## config.mk

```make
export PLATFORM = sky130hd
export DESIGN_NAME = id_ex_register
export DESIGN_NICKNAME = d
export VERILOG_FILES = /design/src/rtl/id_ex_register.sv
export SDC_FILE = /design/constraint.sdc
export NUM_CORES = 1
export LEC_CHECK = 0
export CORE_ASPECT_RATIO = 0.5
export CORE_MARGIN = 3
export CORE_UTILIZATION = 30
export DETAILED_ROUTE_END_ITERATION = 6
export HOLD_SLACK_MARGIN = 0.03
export PLACE_DENSITY = 0.67
export RECOVER_POWER = 25
export SLEW_MARGIN = 20
export SYNTH_ARGS = -nofsm -noshare
export SYNTH_HDL_FRONTEND = slang
export SYNTH_SLANG_ARGS = --single-unit
```

## constraint.sdc

```tcl
create_clock -name clk -period 1.7 [get_ports clk]
set_input_delay 0.34 -clock clk [delete_from_list [all_inputs] [get_ports clk]]
set_output_delay 0.34 -clock clk [all_outputs]
set_load 0.005 [all_outputs]
```

## src/rtl/id_ex_register.sv

```systemverilog
// ID/EX pipeline register: registers the decode control bundle and operands for EX.
// Invalid or illegal decode slots become clean bubbles, so unknown control never reaches EX.
module id_ex_register #(
  parameter int XLEN = 32
) (
  input  logic            clk,
  input  logic            rst,
  input  logic            stall,
  input  logic            flush,
  input  logic            id_valid,
  input  logic [6:0]      id_opcode,
  input  logic            id_we,
  input  logic [1:0]      id_result_src,
  input  logic            id_mem_we,
  input  logic            id_alu_src,
  input  logic [1:0]      id_jump,
  input  logic [2:0]      id_branch,
  input  logic [1:0]      id_alu_op,
  input  logic            id_lui,
  input  logic [2:0]      id_func3,
  input  logic            id_func7b5,
  input  logic [XLEN-1:0] id_pc,
  input  logic [XLEN-1:0] id_pc_plus4,
  input  logic [XLEN-1:0] id_rd1,
  input  logic [XLEN-1:0] id_rd2,
  input  logic [XLEN-1:0] id_imm,
  input  logic [4:0]      id_rs1,
  input  logic [4:0]      id_rs2,
  input  logic [4:0]      id_rd,
  output logic            ex_valid,
  output logic            ex_we,
  output logic [1:0]      ex_result_src,
  output logic            ex_mem_we,
  output logic            ex_alu_src,
  output logic [1:0]      ex_jump,
  output logic [2:0]      ex_branch,
  output logic [1:0]      ex_alu_op,
  output logic            ex_lui,
  output logic [2:0]      ex_func3,
  output logic            ex_func7b5,
  output logic [XLEN-1:0] ex_pc,
  output logic [XLEN-1:0] ex_pc_plus4,
  output logic [XLEN-1:0] ex_rd1,
  output logic [XLEN-1:0] ex_rd2,
  output logic [XLEN-1:0] ex_imm,
  output logic [4:0]      ex_rs1,
  output logic [4:0]      ex_rs2,
  output logic [4:0]      ex_rd,
  output logic            illegal_op
);

  typedef struct packed {
    logic            valid;
    logic            we;
    logic [1:0]      result_src;
    logic            mem_we;
    logic            alu_src;
    logic [1:0]      jump;
    logic [2:0]      branch;
    logic [1:0]      alu_op;
    logic            lui;
    logic [2:0]      func3;
    logic            func7b5;
    logic [XLEN-1:0] pc;
    logic [XLEN-1:0] pc_plus4;
    logic [XLEN-1:0] rd1;
    logic [XLEN-1:0] rd2;
    logic [XLEN-1:0] imm;
    logic [4:0]      rs1;
    logic [4:0]      rs2;
    logic [4:0]      rd;
  } ex_bundle_t;

  ex_bundle_t id_bundle;
  ex_bundle_t ex_q;
  logic       opcode_legal;

  // An unknown opcode matches no item and therefore counts as illegal.
  always_comb begin
    opcode_legal = 1'b0;
    case (id_opcode)
      7'b0110011, 7'b0000011, 7'b0100011, 7'b1100011,
      7'b0010011, 7'b1101111, 7'b1100111, 7'b0110111: opcode_legal = 1'b1;
      default: opcode_legal = 1'b0;
    endcase
  end

  always_comb begin
    id_bundle            = '0;
    id_bundle.valid      = 1'b1;
    id_bundle.we         = id_we;
    id_bundle.result_src = id_result_src;
    id_bundle.mem_we     = id_mem_we;
    id_bundle.alu_src    = id_alu_src;
    id_bundle.jump       = id_jump;
    id_bundle.branch     = id_branch;
    id_bundle.alu_op     = id_alu_op;
    id_bundle.lui        = id_lui;
    id_bundle.func3      = id_func3;
    id_bundle.func7b5    = id_func7b5;
    id_bundle.pc         = id_pc;
    id_bundle.pc_plus4   = id_pc_plus4;
    id_bundle.rd1        = id_rd1;
    id_bundle.rd2        = id_rd2;
    id_bundle.imm        = id_imm;
    id_bundle.rs1        = id_rs1;
    id_bundle.rs2        = id_rs2;
    id_bundle.rd         = id_rd;
  end

  // A bubble is the all-zero bundle.
  always_ff @(posedge clk) begin
    if (rst) begin
      ex_q       <= '0;
      illegal_op <= 1'b0;
    end else if (flush) begin
      ex_q <= '0;
    end else if (!stall) begin
      if (id_valid && opcode_legal) ex_q <= id_bundle;
      else                          ex_q <= '0;
      if (id_valid && !opcode_legal) illegal_op <= 1'b1;
    end
  end

  assign ex_valid      = ex_q.valid;
  assign ex_we         = ex_q.we;
  assign ex_result_src = ex_q.result_src;
  assign ex_mem_we     = ex_q.mem_we;
  assign ex_alu_src    = ex_q.alu_src;
  assign ex_jump       = ex_q.jump;
  assign ex_branch     = ex_q.branch;
  assign ex_alu_op     = ex_q.alu_op;
  assign ex_lui        = ex_q.lui;
  assign ex_func3      = ex_q.func3;
  assign ex_func7b5    = ex_q.func7b5;
  assign ex_pc         = ex_q.pc;
  assign ex_pc_plus4   = ex_q.pc_plus4;
  assign ex_rd1        = ex_q.rd1;
  assign ex_rd2        = ex_q.rd2;
  assign ex_imm        = ex_q.imm;
  assign ex_rs1        = ex_q.rs1;
  assign ex_rs2        = ex_q.rs2;
  assign ex_rd         = ex_q.rd;

endmodule

```

### Word level (Yosys, flattened, before mapping)

Index checks and enable logic that the tools add are counted.

| word-level totals | value |
|---|---|
| bits in registers | 194 |
| bits in latches | 0 |
| memory bits (writable) | 0 |
| ROM bits | 0 |
| bits of input ports | 204 |
| logic and storage cells | 38 |
| memories kept | 0 |

| operators by class | value |
|---|---|
| add/sub/neg operators | 0 |
| $mul | 0 |
| divide/modulo/power cells | 0 |
| order comparisons | 0 |
| equal/unequal tests | 8 |
| shift-type cells | 0 |
| mux-type cells | 2 |
| bitwise gates (word level) | 2 |
| reductions and logical operators | 6 |

Operators with widths:

| cell | count |
|---|---|
| $mux 193 | 1 |
| $eq 7x6->1 const B | 3 |
| $eq 7x7->1 const B | 3 |
| $reduce_or 8->1 | 1 |
| $eq 7x2->1 const B | 1 |
| $eq 7x5->1 const B | 1 |
| $reduce_and 3->1 | 1 |
| $logic_and 1x1->1 | 2 |
| $not 1->1 | 2 |
| $reduce_or 2->1 | 1 |
| $logic_not 1->1 | 1 |
| $mux 1 | 1 |

### Logic depth before layout (Yosys ltp)

Gate-level depths: netlist of run 1.

| logic depth | value |
|---|---|
| depth after elaboration | 6 |
| depth in mapped cells | 5 |
| gate-level depth less buffers | 3 |

### Worst setup path before layout of run 1

Ideal clock, no wire load.

| timing | value |
|---|---|
| kind | in2reg |
| start | input port id_opcode[3] |
| end | register ex_q, in the netlist ex_imm[10] |
| data arrival time | 1.327 ns |
| required time | 1.570 ns |
| slack | 0.242 ns |
| cell stages on the path | 5 |
| buffers on the path | 2 |
| cell sequence | a21boi_1 or2_1 clkbuf_1 buf_1 o31ai_1 |

| on the way | value |
|---|---|
| longest elaborated chain between the ends | 5 |
| elaborated cells between the ends (all ways) | 12 |
| those cells by class | 8 x eq/ne; 2 x mux; 2 x reduce/logical |

RTL lines:

| element | RTL line | text |
|---|---|---|
| start: declaration | 11 | `input logic [6:0] id_opcode,` |
| $eq 7x6->1 (tied with other cells) | 81 | `case (id_opcode)` |
| $reduce_or 8->1 * | 81 |  |
| $mux 1 * | 81 |  |
| $logic_and 1x1->1 * | 119 | `if (id_valid && opcode_legal) ex_q <= id_bundle;` |
| $mux 193 * | 119 |  |
| end signal: assignment | 119 |  |
| end: declaration | 75 | `ex_bundle_t ex_q;` |

Mark *: on every way between the ends. The rest lies on a longest branch, timed or not.
A chain may end at the register's enable or synchronous reset.

==> reports/qor.yml, run 1 <==
outcome: "complete, no violations"
min_from: "ex_pc[18]"
setup_viol: 0
antenna_found_initial: 0
skew_ps: 0
worstPathRequired_ps: 2070
clk_latency_ps: 420
p_comb_share_pct: 10.3
row_count: 37
n_antenna_cell: 0
core_um2: 21200
maxSlewViolCount: 0
grt_usage_pct: 20.5
routed_wl_mm: 26.0
setup_tns_ps: 0
p_sw_mw: 2.11
drive_above_1_share_pct: 6.93
crit_path_start_kind: "input pin"
crit_buf_inv: 3
fin_crit_sh_pct: 99.2
ys_top_cells_by_area: "dfxtp_1 (58%), a32o_1 (14%), nand2_1 (11%), o31ai_1 (11%), clkbuf_1 (3.0%)"
synthArstFlopShare_pct: 0
nets: 1260
hold_path.class: "flop to flop"
synth-edff-count: 0
die_h_um: 112
power.density_nw_per_um2: 788
cts_buffer_depth: 2
io_pins: 398
rr_startpoint: "illegal_op"
synthTopCellsByCount: "nand2_1 (201), dfxtp_1 (194), o31ai_1 (100), a32o_1 (92), clkbuf_1 (54)"
ant_nets: 0
yosysTopAreaCell: "dfxtp_1"
viasPerCell: 5.00
yosysSeqAreaShare_pct: 57.9
cp.arrival_ps: 2060
grt_pass1_vias: 6582
htreeDepth: 4
startpoint: "stall"
cts_made_buffers: 17
die_area_um2: 24300
clk_pin_slew_worst_paths_ps: 70
cts_root_buf: "clkbuf_16"
syn_area_um2: 6710
drt_iter0_markers: 447
place_area_um2: 11300
cp_top_family: "buffers and inverters"
period_minus_slack_ps: 1690
crit_fanout: 26
hold_buffers: 0
path_cells: "clkdlybuf4s50_1 -> nor4b_4 -> nor3b_4 -> clkbuf_2 -> buf_6 -> a32o_1"
cts_tree: "done"
vias: 6796
seq_power_share_pct: 48.7
crit_slowest_cell: "clkdlybuf4s50_1"
intPower_mw: 7.27
grt_pass1_wl_mm: 38.8
path_class: "input pin to flop"
clock-sinks: 194
rsz0062_at_grt: "true"
clkPwrFrac_pct: 41.0
post-dp-hpwl_mm: 19.5
hold_viol: 0
cap_violations: 0
wl_per_cell_um: 19.1
synth_top_area_share_pct: 57.9
synth_ff_type: "dfxtp_1"
p_leak_nw: 4.08
place.gp.congestion: 0.855
route.detailed.drc: 0
grt-ovfl-total: 0
cpPeakStageDelay_ps: 500
peakVddDrop_v: 0.000539
drtPass1Iterations: 6
netSwitchingFraction_pct: 22.5
maxClockFrequency_ghz: 0.593
syn_avg_cell_area_um2: 9.95
finalInstanceArea_um2: 11900
start_util_pct: 31.6
synth_fp_nets: 878
end_kind: "flop"
ys_types: 19
synth_seq_cells: 194
worstMarginPinSlew_ps: 466
yosysWarnings: 0
grt_max_degree: 53
slew_headroom_pct: 68.9
die-width_um: 217
yosysMostFrequentCell: "nand2_1"
syn_inst: 674
io_buffer_count: 397
syn_to_final_growth_pct: 77.3
-- metrics by stage --
| step | power [mW] | hold WS, ps | util, % | setup WS (ps) | instances |
|---|---|---|---|---|---|
| after floorplan | 4.92 | 413 | - | 242 | 674 |
| after global placement | 5.64 | 433 | 53.4 | -344 | 1326 |
| after detailed placement | 5.65 | 438 | 53.4 | -423 | 1326 |
| after CTS | 9.51 | 433 | 55.9 | 3.99 | 1357 |
| after global routing | 9.70 | 450 | 56.0 | -13.8 | 1360 |
| final | 9.37 | 449 | 56.0 | 12.9 | 1360 |
-- path summary, 6_finish.rpt --
check | depth (start not counted) | slack, ps | endpoint
worst max-delay path | 6 | 10 | ex_rd[3]
worst max register to register | 2 | 960 | illegal_op
worst min-delay path | 2 | 450 | ex_pc[18]
worst min register to register | 2 | 450 | ex_pc[18]
-- placed cells by master, fill, tap and decap left out, drive strengths merged, types with 2 or more instances in the layout --
cell / netlist / layout
clkdlybuf4s50: 0 / 380
nand2: 201 / 201
dfxtp: 194 / 194
o31ai: 100 / 100
a32o: 92 / 92
buf: 19 / 37
clkbuf: 54 / 26
dlygate4sd2: 0 / 13
clkdlybuf4s25: 0 / 4
clkinvlp: 0 / 3
nor3b: 3 / 3
nor2: 2 / 2
clkinv: 0 / 2
-- flip-flops by register name, summed over array words and instances, names as in the netlist, 5 cells and up --
name         count
ex_imm          32
ex_pc           32
ex_pc_plus4     32
ex_rd1          32
ex_rd2          32
ex_rd            5
ex_rs1           5
ex_rs2           5
-- metal layers --
| metal | track usage (%) | part of all wire (%) | up-vias | wire, µm |
|---|---|---|---|---|
| met3 | 3.95 | 5.3 | 52 | 1360 |
| met5 | 0 | 0 | - | 0 |
| li1 | - | - | 3229 | - |
| met4 | 8.98 | 3.5 | 0 | 903 |
| met2 | 37.6 | 53 | 225 | 13900 |
| met1 | 23.2 | 38 | 3290 | 9840 |
-- power groups by stage --
stage,clock (mW),sequential (mW),combinational (mW)
after floorplan,0,4.67,0.253
after global routing,4.10,4.56,1.03
after CTS,3.96,4.56,0.986
after global placement,0,4.67,0.971
after detailed placement,0,4.67,0.981
final,3.84,4.56,0.969
-- cell families after synthesis --
logic type	share of synthesized area [%]
simple gates	12.2
xor+xnor	0.131
flops	57.9
buf+inv	4.27
compound gates	25.5
-- worst min-delay path, delay by kind of cell, from the launching register on --
kind / cells / cell delay, ps
and+or+nand+nor: 1 / 50
AOI/OAI and AO/OA: 1 / 50
DFF: 1 / 320
-- area by class of cell --
class / instances / area [µm²]
clock buffer: 24 / 482
clock inverter: 7 / 75.1
fill: 1855 / 9360
multi-input combinational: 407 / 2570
sequential: 194 / 3890
tap: 292 / 365
timing repair buffer: 436 / 4510
-- timing repair --
action	in CTS	in global routing
setup endpoints to repair	15	73
gates cloned	0	1
setup buffers	0	2
resized for setup	15	7
(Power assumes the default switching activity.)
==> run 2: changes to the inputs <==
- CORE_UTILIZATION: 30 -> 38
- CTS_CLUSTER_SIZE: not set -> 14
- PLACE_DENSITY: 0.67 -> 0.82
==> reports/qor.yml, run 2 (synthesis results as in run 1) <==
grt_usage_pct: 23.4
outcome: "complete, no violations"
drtPass1Iterations: 5
grt_pass1_wl_mm: 36.4
final_common_cell: "clkdlybuf4s50_1"
die-width_um: 194
worstMarginPinSlew_ps: 312
drive_above_1_share_pct: 7.66
nets: 1262
post-dp-hpwl_mm: 18.2
syn_to_final_growth_pct: 75.4
mostFrequentLayoutCells: "clkdlybuf4s50_1 (394), nand2_1 (201), dfxtp_1 (189)"
grt_max_degree: 53
die_area_um2: 19400
path_cells: "clkdlybuf4s50_1"
rr_startpoint: "illegal_op"
route.detailed.drc: 0
io_buffer_count: 397
cts_buffer_depth: 2
period_minus_slack_ps: 1660
cts_tree: "done"
cp.arrival_ps: 1320
row_count: 33
intPower_mw: 7.06
vias: 6718
htreeDepth: 4
drt_iter0_markers: 330
n_antenna_cell: 0
power.density_nw_per_um2: 792
setup_ws_ps: 40.8
min_from: "ex_rd[4]"
setup_tns_ps: 0
p_comb_share_pct: 10.4
r2r_end: "illegal_op"
peakVddDrop_v: 0.000810
core_um2: 16800
maxClockFrequency_ghz: 0.603
p_leak_nw: 4.02
dp.cells: 1266
crit_fanout: 2
clkPwrFrac_pct: 40.6
path_class: "flop to output port"
cp_top_family: "buffers and inverters"
holdPathStages: 2
cts_root_buf: "clkbuf_16"
clock-sinks: 194
seq_power_share_pct: 49.0
cap_violations: 0
end_kind: "output port"
grt_pass1_vias: 6602
cpPeakStageDelay_ps: 570
io_pins: 398
crit_buf_inv: 1
ant_nets: 0
routed_wl_mm: 24.0
final_cell_count_no_fill: 1298
antenna_found_initial: 0
crit_slowest_cell: "clkdlybuf4s50_1"
netSwitchingFraction_pct: 24.3
setup_viol: 0
clk_pin_slew_worst_paths_ps: 70
cts_made_buffers: 17
finalInstanceArea_um2: 11800
place_area_um2: 11200
rsz0062_at_grt: "false"
r2r.worst_path.cells: 2
skew_ps: 0
maxSlewViolCount: 0
start_util_pct: 39.9
viasPerCell: 5.18
grt-ovfl-total: 0
die_h_um: 99.9
wl_per_cell_um: 18.5
fin_crit_sh_pct: 97.6
rrSetupSlack_ps: 940
holdWs_ps: 451
place.gp.congestion: 0.844
slew_headroom_pct: 79.1
hold_path.class: "flop to flop"
whs_endpoint: "ex_rd[4]"
hold_buffers: 0
crit_path_start_kind: "flop"
p_sw_mw: 2.26
startpoint: "ex_imm[10]"
hold_viol: 0
worstPathRequired_ps: 1360
dp_slack_ps: -350
clk_latency_ps: 410
run 2: cell count changes in the layout (fill, tap and decap cells not counted), moves of 2 or more:
cell | previous run | this run
clkdlybuf4s25_1 | 4 | 0
inv_8 | 0 | 3
buf_4 | 14 | 19
clkdlybuf4s50_1 | 380 | 394
dfxtp_1 | 191 | 189
dlygate4sd2_1 | 13 | 1
inv_6 | 1 | 4
clkbuf_8 | 3 | 0
clkbuf_1 | 5 | 2
clkinvlp_4 | 3 | 5
dfxtp_2 | 3 | 5
buf_12 | 20 | 16
run 2: metrics by stage:
stage	total power, mW	utilization, %
6_report	9.32	70.0
5_1_grt	9.64	70.0
4_1_cts	9.40	70.2
3_5_place_dp	5.64	66.9
3_3_place_gp	5.63	66.9
2_1_floorplan	4.92	-
run 2: worst max-delay path by stage:
stage	to	slack, ps	cells after the start
3_3_place_gp	ex_rd2[2]	-300	6
3_5_place_dp	ex_pc[10]	-350	5
5_1_grt	ex_imm[22]	1	1
4_1_cts	ex_imm[17]	0.7	1
2_1_floorplan	ex_imm[10]	240	5
6_report	ex_imm[10]	40	1
run 2: routing by layer:
| metal | vias up | track usage, % | routed length, µm |
|---|---|---|---|
| met1 | 3207 | 27.1 | 9620 |
| met3 | 39 | 5.57 | 1320 |
| met4 | 0 | 7.22 | 536 |
| li1 | 3242 | - | - |
| met5 | - | 0 | 0 |
| met2 | 230 | 43.3 | 12600 |
run 2: cell type report:
cell class,count,area (µm²)
fill,1268,5040
timing repair buffer,438,4480
sequential,194,3890
multi-input combinational,407,2570
clock buffer,17,425
tap,227,284
clock inverter,15,125
run 2: tightest hold or removal path, stage by stage (launching register included):
cell and delay [ps]:
dfxtp_1 310, nand2_1 50, o31ai_1 50
run 2: power by group through the flow:
| stage | Combinational [mW] | Clock (mW) | Sequential (mW) |
|---|---|---|---|
| detailed placement | 0.972 | 0 | 4.67 |
| global route | 1.03 | 4.04 | 4.56 |
| floorplan | 0.253 | 0 | 4.67 |
| finish | 0.971 | 3.78 | 4.56 |
| CTS | 0.979 | 3.86 | 4.56 |
| global placement | 0.962 | 0 | 4.67 |
run 2: timing repair:
item / CTS / global route
setup endpoints to repair: 1 / 9
gates resized for setup: 1 / 7
setup buffers: 0 / 0
pin swaps: 0 / 1
==> run 3: changes to the inputs <==
- ABC_CLOCK_PERIOD_IN_PS: not set -> 1700
==> results of run 3 <==
The final DEF is identical to that of run 2; final timing and power are the same.
